[config.mk]
export PLATFORM = sky130hd
export DESIGN_NAME = axis_rr_arb_mux
export DESIGN_NICKNAME = d
export VERILOG_FILES = /design/src/rtl/axis_rr_arb_mux.sv
export SDC_FILE = /design/constraint.sdc
export NUM_CORES = 1
export LEC_CHECK = 0
export CAP_MARGIN = 20
export CORE_UTILIZATION = 39
export CTS_CLUSTER_SIZE = 25
export DETAILED_ROUTE_END_ITERATION = 7
export PLACE_DENSITY = 0.85
export SLEW_MARGIN = 20
export SYNTH_ARGS = -nofsm -noshare
export SYNTH_HDL_FRONTEND = slang
export SYNTH_SLANG_ARGS = --single-unit
[constraint.sdc]
create_clock -name clk -period 3.5 [get_ports clk]
set_clock_uncertainty 0.15 [all_clocks]
set_input_delay 0.7 -clock clk [delete_from_list [all_inputs] [get_ports clk]]
set_output_delay 0.7 -clock clk [all_outputs]
set_load 0.02 [all_outputs]
[src/rtl/axis_rr_arb_mux.sv]
// axis_rr_arb_mux
// N-input AXI-Stream packet arbiter and multiplexer. Inputs are granted
// round-robin, one whole packet at a time. The output is a registered stage
// that can forward one beat per cycle.
// Optional macro AXIS_RR_ARB_ID_EN adds the m_id port, which carries the
// source index of every beat.
//
// state | meaning
// IDLE  | no grant held; next request wins, searching from last_grant+1
// BUSY  | input r_grant owns the output until its tlast beat is loaded
module axis_rr_arb_mux #(
  parameter int NUM_INPUTS  = 4,
  parameter int DATA_WIDTH  = 32,
  parameter int USER_WIDTH  = 2,
  parameter int KEEP_WIDTH  = DATA_WIDTH / 8,
  localparam int ID_WIDTH   = (NUM_INPUTS > 1) ? $clog2(NUM_INPUTS) : 1
) (
  input  logic                             clk,
  input  logic                             rst,
  input  logic [NUM_INPUTS*DATA_WIDTH-1:0] s_data,
  input  logic [NUM_INPUTS*KEEP_WIDTH-1:0] s_keep,
  input  logic [NUM_INPUTS*USER_WIDTH-1:0] s_user,
  input  logic [NUM_INPUTS-1:0]            s_last,
  input  logic [NUM_INPUTS-1:0]            s_valid,
  output logic [NUM_INPUTS-1:0]            s_ready,
  output logic [DATA_WIDTH-1:0]            m_data,
  output logic [KEEP_WIDTH-1:0]            m_keep,
  output logic [USER_WIDTH-1:0]            m_user,
  output logic                             m_last,
  output logic                             m_valid,
  input  logic                             m_ready
`ifdef AXIS_RR_ARB_ID_EN
  ,
  output logic [ID_WIDTH-1:0]              m_id
`endif
);

  typedef enum logic {
    ST_IDLE = 1'b0,
    ST_BUSY = 1'b1
  } state_t;

  state_t                  r_state;
  state_t                  w_state_nxt;
  logic [ID_WIDTH-1:0]     r_grant;
  logic [ID_WIDTH-1:0]     w_grant_nxt;
  logic [ID_WIDTH-1:0]     r_last_grant;
  logic [ID_WIDTH-1:0]     w_last_grant_nxt;

  logic [NUM_INPUTS-1:0]   w_grant_onehot;
  logic [ID_WIDTH-1:0]     w_arb_ptr;
  logic [NUM_INPUTS-1:0]   w_arb_req;
  logic                    w_arb_found;
  logic [ID_WIDTH-1:0]     w_arb_pick;

  logic                    w_ready_grant;
  logic                    w_sel_valid;
  logic                    w_sel_last;
  logic [DATA_WIDTH-1:0]   w_sel_data;
  logic [KEEP_WIDTH-1:0]   w_sel_keep;
  logic [USER_WIDTH-1:0]   w_sel_user;
  logic                    w_load;

  assign w_grant_onehot = NUM_INPUTS'(1) << r_grant;

  // Select the granted slice of the flattened input vectors.
  always_comb begin
    w_sel_valid = s_valid[r_grant];
    w_sel_last  = s_last[r_grant];
    w_sel_data  = s_data[int'(r_grant)*DATA_WIDTH +: DATA_WIDTH];
    w_sel_keep  = s_keep[int'(r_grant)*KEEP_WIDTH +: KEEP_WIDTH];
    w_sel_user  = s_user[int'(r_grant)*USER_WIDTH +: USER_WIDTH];
  end

  // The output register can take a beat when it is empty or is being drained.
  assign w_ready_grant = (r_state == ST_BUSY) & (~m_valid | m_ready);
  assign w_load        = w_sel_valid & w_ready_grant;

  // Only the granted input ever sees ready.
  always_comb begin
    s_ready          = '0;
    s_ready[r_grant] = w_ready_grant;
  end

  // Round-robin search, starting one past the pointer and wrapping. While BUSY
  // the current owner is masked so it cannot win twice in a row.
  always_comb begin
    w_arb_ptr   = r_last_grant;
    w_arb_req   = s_valid;
    if (r_state == ST_BUSY) begin
      w_arb_ptr = r_grant;
      w_arb_req = s_valid & ~w_grant_onehot;
    end
    w_arb_found = 1'b0;
    w_arb_pick  = '0;
    for (int k = 1; k <= NUM_INPUTS; k++) begin
      if (!w_arb_found && w_arb_req[(int'(w_arb_ptr) + k) % NUM_INPUTS]) begin
        w_arb_found = 1'b1;
        w_arb_pick  = ID_WIDTH'((int'(w_arb_ptr) + k) % NUM_INPUTS);
      end
    end
  end

  // Next-state logic: grant on request, hand over right after the tlast load.
  always_comb begin
    w_state_nxt      = r_state;
    w_grant_nxt      = r_grant;
    w_last_grant_nxt = r_last_grant;
    unique case (r_state)
      ST_IDLE: begin
        if (w_arb_found) begin
          w_state_nxt = ST_BUSY;
          w_grant_nxt = w_arb_pick;
        end
      end
      ST_BUSY: begin
        if (w_load && w_sel_last) begin
          w_last_grant_nxt = r_grant;
          if (w_arb_found) begin
            w_grant_nxt = w_arb_pick;
          end else begin
            w_state_nxt = ST_IDLE;
          end
        end
      end
      default: w_state_nxt = ST_IDLE;
    endcase
  end

  // State, grant and round-robin pointer registers.
  always_ff @(posedge clk or negedge rst) begin
    if (!rst) begin
      r_state      <= ST_IDLE;
      r_grant      <= '0;
      r_last_grant <= ID_WIDTH'(NUM_INPUTS - 1);
    end else begin
      r_state      <= w_state_nxt;
      r_grant      <= w_grant_nxt;
      r_last_grant <= w_last_grant_nxt;
    end
  end

  // Output stage: load on handshake, drain on m_ready, hold otherwise.
  always_ff @(posedge clk or negedge rst) begin
    if (!rst) begin
      m_valid <= 1'b0;
      m_data  <= '0;
      m_keep  <= '0;
      m_user  <= '0;
      m_last  <= 1'b0;
    end else if (w_load) begin
      m_valid <= 1'b1;
      m_data  <= w_sel_data;
      m_keep  <= w_sel_keep;
      m_user  <= w_sel_user;
      m_last  <= w_sel_last;
    end else if (m_ready) begin
      m_valid <= 1'b0;
    end
  end

`ifdef AXIS_RR_ARB_ID_EN
  // Source index travels with each beat through the output register.
  always_ff @(posedge clk or negedge rst) begin
    if (!rst) begin
      m_id <= '0;
    end else if (w_load) begin
      m_id <= r_grant;
    end
  end
`endif

endmodule

# ---- Yosys cells after proc, flatten, opt, wreduce, memory -nomap -nowiden
# Index checks and enable logic that the tools add are counted.
dict set report totals {
  out_inout_bits 44
  inputBits 163
  elab_cells 85
  register_bits 45
}
dict set report op_classes {
  n_addsub 4
  shift 4
  bitwise_logic 12
  muxes 36
  order_cmp 6
  n_reduce_logical 14
  eq_ne 1
}
# op count
set ops {}
lappend ops {{128-bit by 8-bit variable part select with 32-bit output} 1}
lappend ops {{1-bit 2-to-1 mux} 19}
lappend ops {{3-bit by 4-bit < comparator with 1-bit output (second input constant)} 4}
lappend ops {{16-bit by 5-bit variable part select with 4-bit output} 1}
lappend ops {{2-bit 2-to-1 mux} 7}
lappend ops {{1-bit binary-select mux with 2-bit select} 6}
lappend ops {{4-bit AND} 2}
lappend ops {{2-bit OR reduction} 4}
lappend ops {{8-bit by 4-bit variable part select with 2-bit output} 1}
lappend ops {{1-bit logical AND} 5}
lappend ops {{2-bit by 1-bit adder with 2-bit output (second input constant)} 2}
lappend ops {{2-bit adder (second input constant)} 2}
lappend ops {{1-bit AND (first input constant)} 4}
lappend ops {{4-bit 2-to-1 mux} 1}
lappend ops {{4-bit NOT} 1}
lappend ops {{2-bit case mux with 2 select lines} 1}
lappend ops {{1-bit by 2-bit left shift with 4-bit output (first input constant)} 1}
lappend ops {{1-bit zero test} 3}
lappend ops {{2-bit by 3-bit < comparator with 1-bit output (second input constant)} 1}
lappend ops {{1-bit AND} 2}
lappend ops {{1-bit demux with 2-bit select} 1}
lappend ops {{2-bit by 1-bit >= comparator with 1-bit output (second input constant)} 1}
lappend ops {{2-bit by 1-bit inequality test with 1-bit output (second input constant)} 1}
lappend ops {{1-bit NOT} 2}
lappend ops {{4 further kinds} 4}

# ---- Longest topological paths before layout
dict set report logic_depth {
  ltp_word 20
  depth_mapped 7
  mapped_depth_nobuf 5
}

# ---- Worst setup path before layout
# OpenSTA, ideal clock, no wires.
dict set report synth_timing {
  kind {input port to output port}
  startpoint {input m_ready}
  endpoint {output s_ready[0]}
  n_path_buf 0
  path_stages 3
  slack_ns 1.029
  arrival_time_ns 1.621
  cell_sequence {nand2b_1 > and2_0 > nor3b_1}
}
dict set report synth_via {
  elab_chain_cells 3
}
# item line
set synth_rtl {}
lappend synth_rtl {{from (decl)} 31} ;# input logic m_ready
lappend synth_rtl {{1-bit bitwise OR} 76} ;# assign w_ready_grant = (r_state == ST_BUSY) & (~m_valid | m_ready);
lappend synth_rtl {{1-bit AND} 76}
lappend synth_rtl {{4-bit AND (no line)} -}
lappend synth_rtl {{to (decl)} 25} ;# output logic [NUM_INPUTS-1:0] s_ready,
# Every way passes these cells.

# ---- Worst setup path after layout
# Ends and elaborated chain as after synthesis.

==> reports/metrics.yaml <==
run_status:
  status: "complete, no violations"
setup_path:
  criticalPathCategory: "input port to output port"
  setup.worst_path.end: "s_ready[0]"
  cp-startpoint: "m_ready"
  crit_top_cell: "clkdlybuf4s50_1"
  worstSetupPathDepth: 5
  r2r_cells: 6
  cp.required_ns: 2.65
  slowest_stage: "clkdlybuf4s50_1"
  path_buf_inv: 2
  crit_path_cell_trace: "clkdlybuf4s50_1, nand2b_1, and2_0, nor3b_1, clkdlybuf4s50_1"
  critical_path.max_stage_delay_ns: 0.63
  setup.worst_path.start_class: "input port"
  worstPathMaxFanout: 6
  end_kind: "output port"
  path_delay_family: "buffers and inverters"
  worstReg2RegEnd: "r_grant[0]$_DFFE_PN0P_"
  timing.rr.start: "r_grant[1]$_DFFE_PN0P_"
  ff2ff_setup_slack_ns: 0.91
  cp.arrival_ns: 2.41
min_path:
  hp-class: "input port to async pin"
power:
  power.leakage_nw: 2.00
  vdd_drop_max_uv: 763
  p_int_mw: 2.39
  power_frac_seq_pct: 28.0
  comb_power_share_pct: 64.0
  swShare_pct: 38.0
  clockPowerShare_pct: 7.9
  powerDensity_nw_per_um2: 744
  p_switching_mw: 1.47
detailed_routing:
  drc: 0
  routed_wirelength_um: 8990
  drt_iter0_markers: 49
  drt-vias-per-instance: 5.28
  ant_nets: 0
  first_pass_iters: 4
  vias: 2661
  routedWlPerCell_um: 17.8
yosys:
  synth_flop_cell: "dfrtp_1"
  yosys_warnings: 0
  synthArstFlopShare_pct: 100
  syn_inst: 207
  synth-seq-cells: 45
  synth_area_um2: 3040
  synth_edf_count: 0
  syn_avg_cell_area_um2: 14.7
  ys_seq_area_share_pct: 37.1
  syn-num-nets: 370
  ys_types: 33
cts:
  root_buffer: "clkbuf_8"
  cts_resized: 0
  htree_num_levels: 2
  max-clock-path-buffers: 2
  cts_setup_buffers: 0
  cts_hold_buffers: 0
  cts_tree: "built"
  cts_buffers: 5
  clock_sinks: 45
  clkTransAtPathRegs_ns: 0.08
  insertion_delay_ns: 0.29
floorplanning:
  rows: 31
  core_um2: 7410
  die_w_um: 90.3
  io_pins: 207
  die_h_um: 90.3
  die-area_um2: 8150
  initial_core_util_pct: 41.0
place:
  hpwl_um: 7160
  placedCellCount: 496
  io_buffers: 206
  gp_congestion: 0.835
global_route:
  grt_overflow: 0
  grt_max_degree: 37
  antenna_found_initial: 0
  grt_pass1_wl_um: 14700
  grt_pass1_vias: 2764
  grtUsageTotal_pct: 23.1
timing:
  setup_violations: 0
  max_freq_mhz: 307
  slew_violations: 0
  worst_pin_slew_ns: 0.811
  timing.slew.headroom_pct: 45.9
  rsz0062_at_grt: "no"
  period_needed_ns: 3.26
  report.final.hold_viol_count: 0
  period_share_pct: 93.1
  fin_tns_setup_ns: 0
run:
  cap_violations: 0
finish:
  n_fill_cell: 550
  syn2layout_area_growth_pct: 70.8
  fin_util_pct: 70.1
  layout-drive-gt1-share_pct: 18.3
  nets: 567
  antennaDiodeCount: 0
  finalNonFillerCells: 504
[logic make-up after synthesis]
kind of cell           after synthesis  synth area share, %
buffers and inverters               22                 5.14
and+or+nand+nor                     33                 5.27
AOI/OAI and AO/OA                   18                 4.24
muxes                               89                 48.2
DFF                                 45                 37.1
[power groups by stage]
stage,logic [mW],clock network (mW),registers (mW)
2_1_floorplan,1.48,0,1.23
3_3_place_gp,2.46,0,1.09
3_5_place_dp,2.50,0,1.10
4_1_cts,2.51,0.321,1.09
5_1_grt,2.63,0.345,1.14
6_report,2.47,0.306,1.08
[metal layers]
metal,up-vias,track usage (%),part of all wire (%)
li1,1213,-,-
met1,1303,27.3,37
met2,131,40.4,53
met3,14,7.07,7.9
met4,0,6.99,1.8
met5,-,0,0
[worst min path at each step]
stage,from,end,cells after the start
after CTS,m_data[17]$_DFFE_PN0P_,m_data[17]$_DFFE_PN0P_,1
after global routing,m_data[9]$_DFFE_PN0P_,m_data[9]$_DFFE_PN0P_,1
after floorplan,rst,m_data[0]$_DFFE_PN0P_,0
after detailed placement,m_data[6]$_DFFE_PN0P_,m_data[6]$_DFFE_PN0P_,1
after global placement,m_last$_DFFE_PN0P_,m_last$_DFFE_PN0P_,2
final,rst,m_data[22]$_DFFE_PN0P_,1
[Yosys cell counts (all sizes together) (2+ instances only)]
master / n / share of area, %
dfstp: 2 / 1.7
mux2i: 7 / 2.3
mux2: 42 / 16
nand2: 13 / 1.7
nor3: 3 / 0.49
buf: 19 / 4.8
clkbuf: 2 / 0.25
mux4: 40 / 30
nand2b: 5 / 1.0
dfrtp: 43 / 35
a211oi: 2 / 0.49
nor2: 6 / 0.74
nand3: 3 / 0.66
o22ai: 4 / 0.82
a21oi: 6 / 1.1
[cell type report]
| class | instances | area (um2) | share of cell area (%) |
|---|---|---|---|
| clock buffer | 7 | 76.3 | 1.47 |
| tap | 99 | 124 | 2.39 |
| sequential | 45 | 1130 | 21.8 |
| multi-input combinational | 140 | 1760 | 33.8 |
| clock inverter | 1 | 5.00 | 0.0964 |
| timing repair buffer | 211 | 2090 | 40.3 |
| inverter | 1 | 3.75 | 0.0723 |
[registers in the layout, summed over array words and instances, names as in the netlist]
name and cells:
r_state 1, m_user 2, r_grant 2, r_last_grant 2
m_valid 1, m_keep 4, m_data 32, m_last 1
[layout by cell type (no fill, tap or decap)]
master / instances
a21o_1: 1
and3_1: 1
nor2_1: 6
o22ai_1: 4
buf_2: 1
dfstp_2: 2
a221oi_2: 1
o21ai_0: 1
inv_1: 1
nand2_2: 1
mux4_2: 40
nand3_1: 2
nor3_1: 3
nand2b_1: 5
buf_4: 5
clkdlybuf4s50_1: 205
clkbuf_8: 5
dfrtp_4: 1
a21oi_2: 1
a2bb2oi_1: 1
mux2_1: 28
clkinv_2: 1
a21oi_1: 5
dfrtp_1: 41
a221o_1: 1
and2_0: 1
dfrtp_2: 1
nand3_2: 1
mux2_2: 8
mux2i_1: 7
clkbuf_1: 2
nor3b_1: 1
nand2_1: 12
a311oi_1: 1
mux2_4: 6
a211oi_1: 2
[worst register-to-register path: stages (launching register included)]
cell      delay [ns]
dfrtp_2         0.85
buf_4           0.40
nand2b_1        0.15
o22ai_1         0.16
nor3_1          0.37
a21oi_2         0.08
mux2_4          0.32
[through the flow]
stage                     setup slack [ns]  area [um2]  hold slack [ns]  power [mW]
final                                0.242        5190            0.342        3.86
after floorplan                       1.03        3040            0.254        2.71
after global placement               0.274        5110            0.314        3.55
after detailed placement             0.242        5110            0.330        3.60
after CTS                            0.224        5190            0.349        3.92
after global routing                 0.154        5190            0.353        4.12
Note: power is estimated with default switching activity, not from simulation.
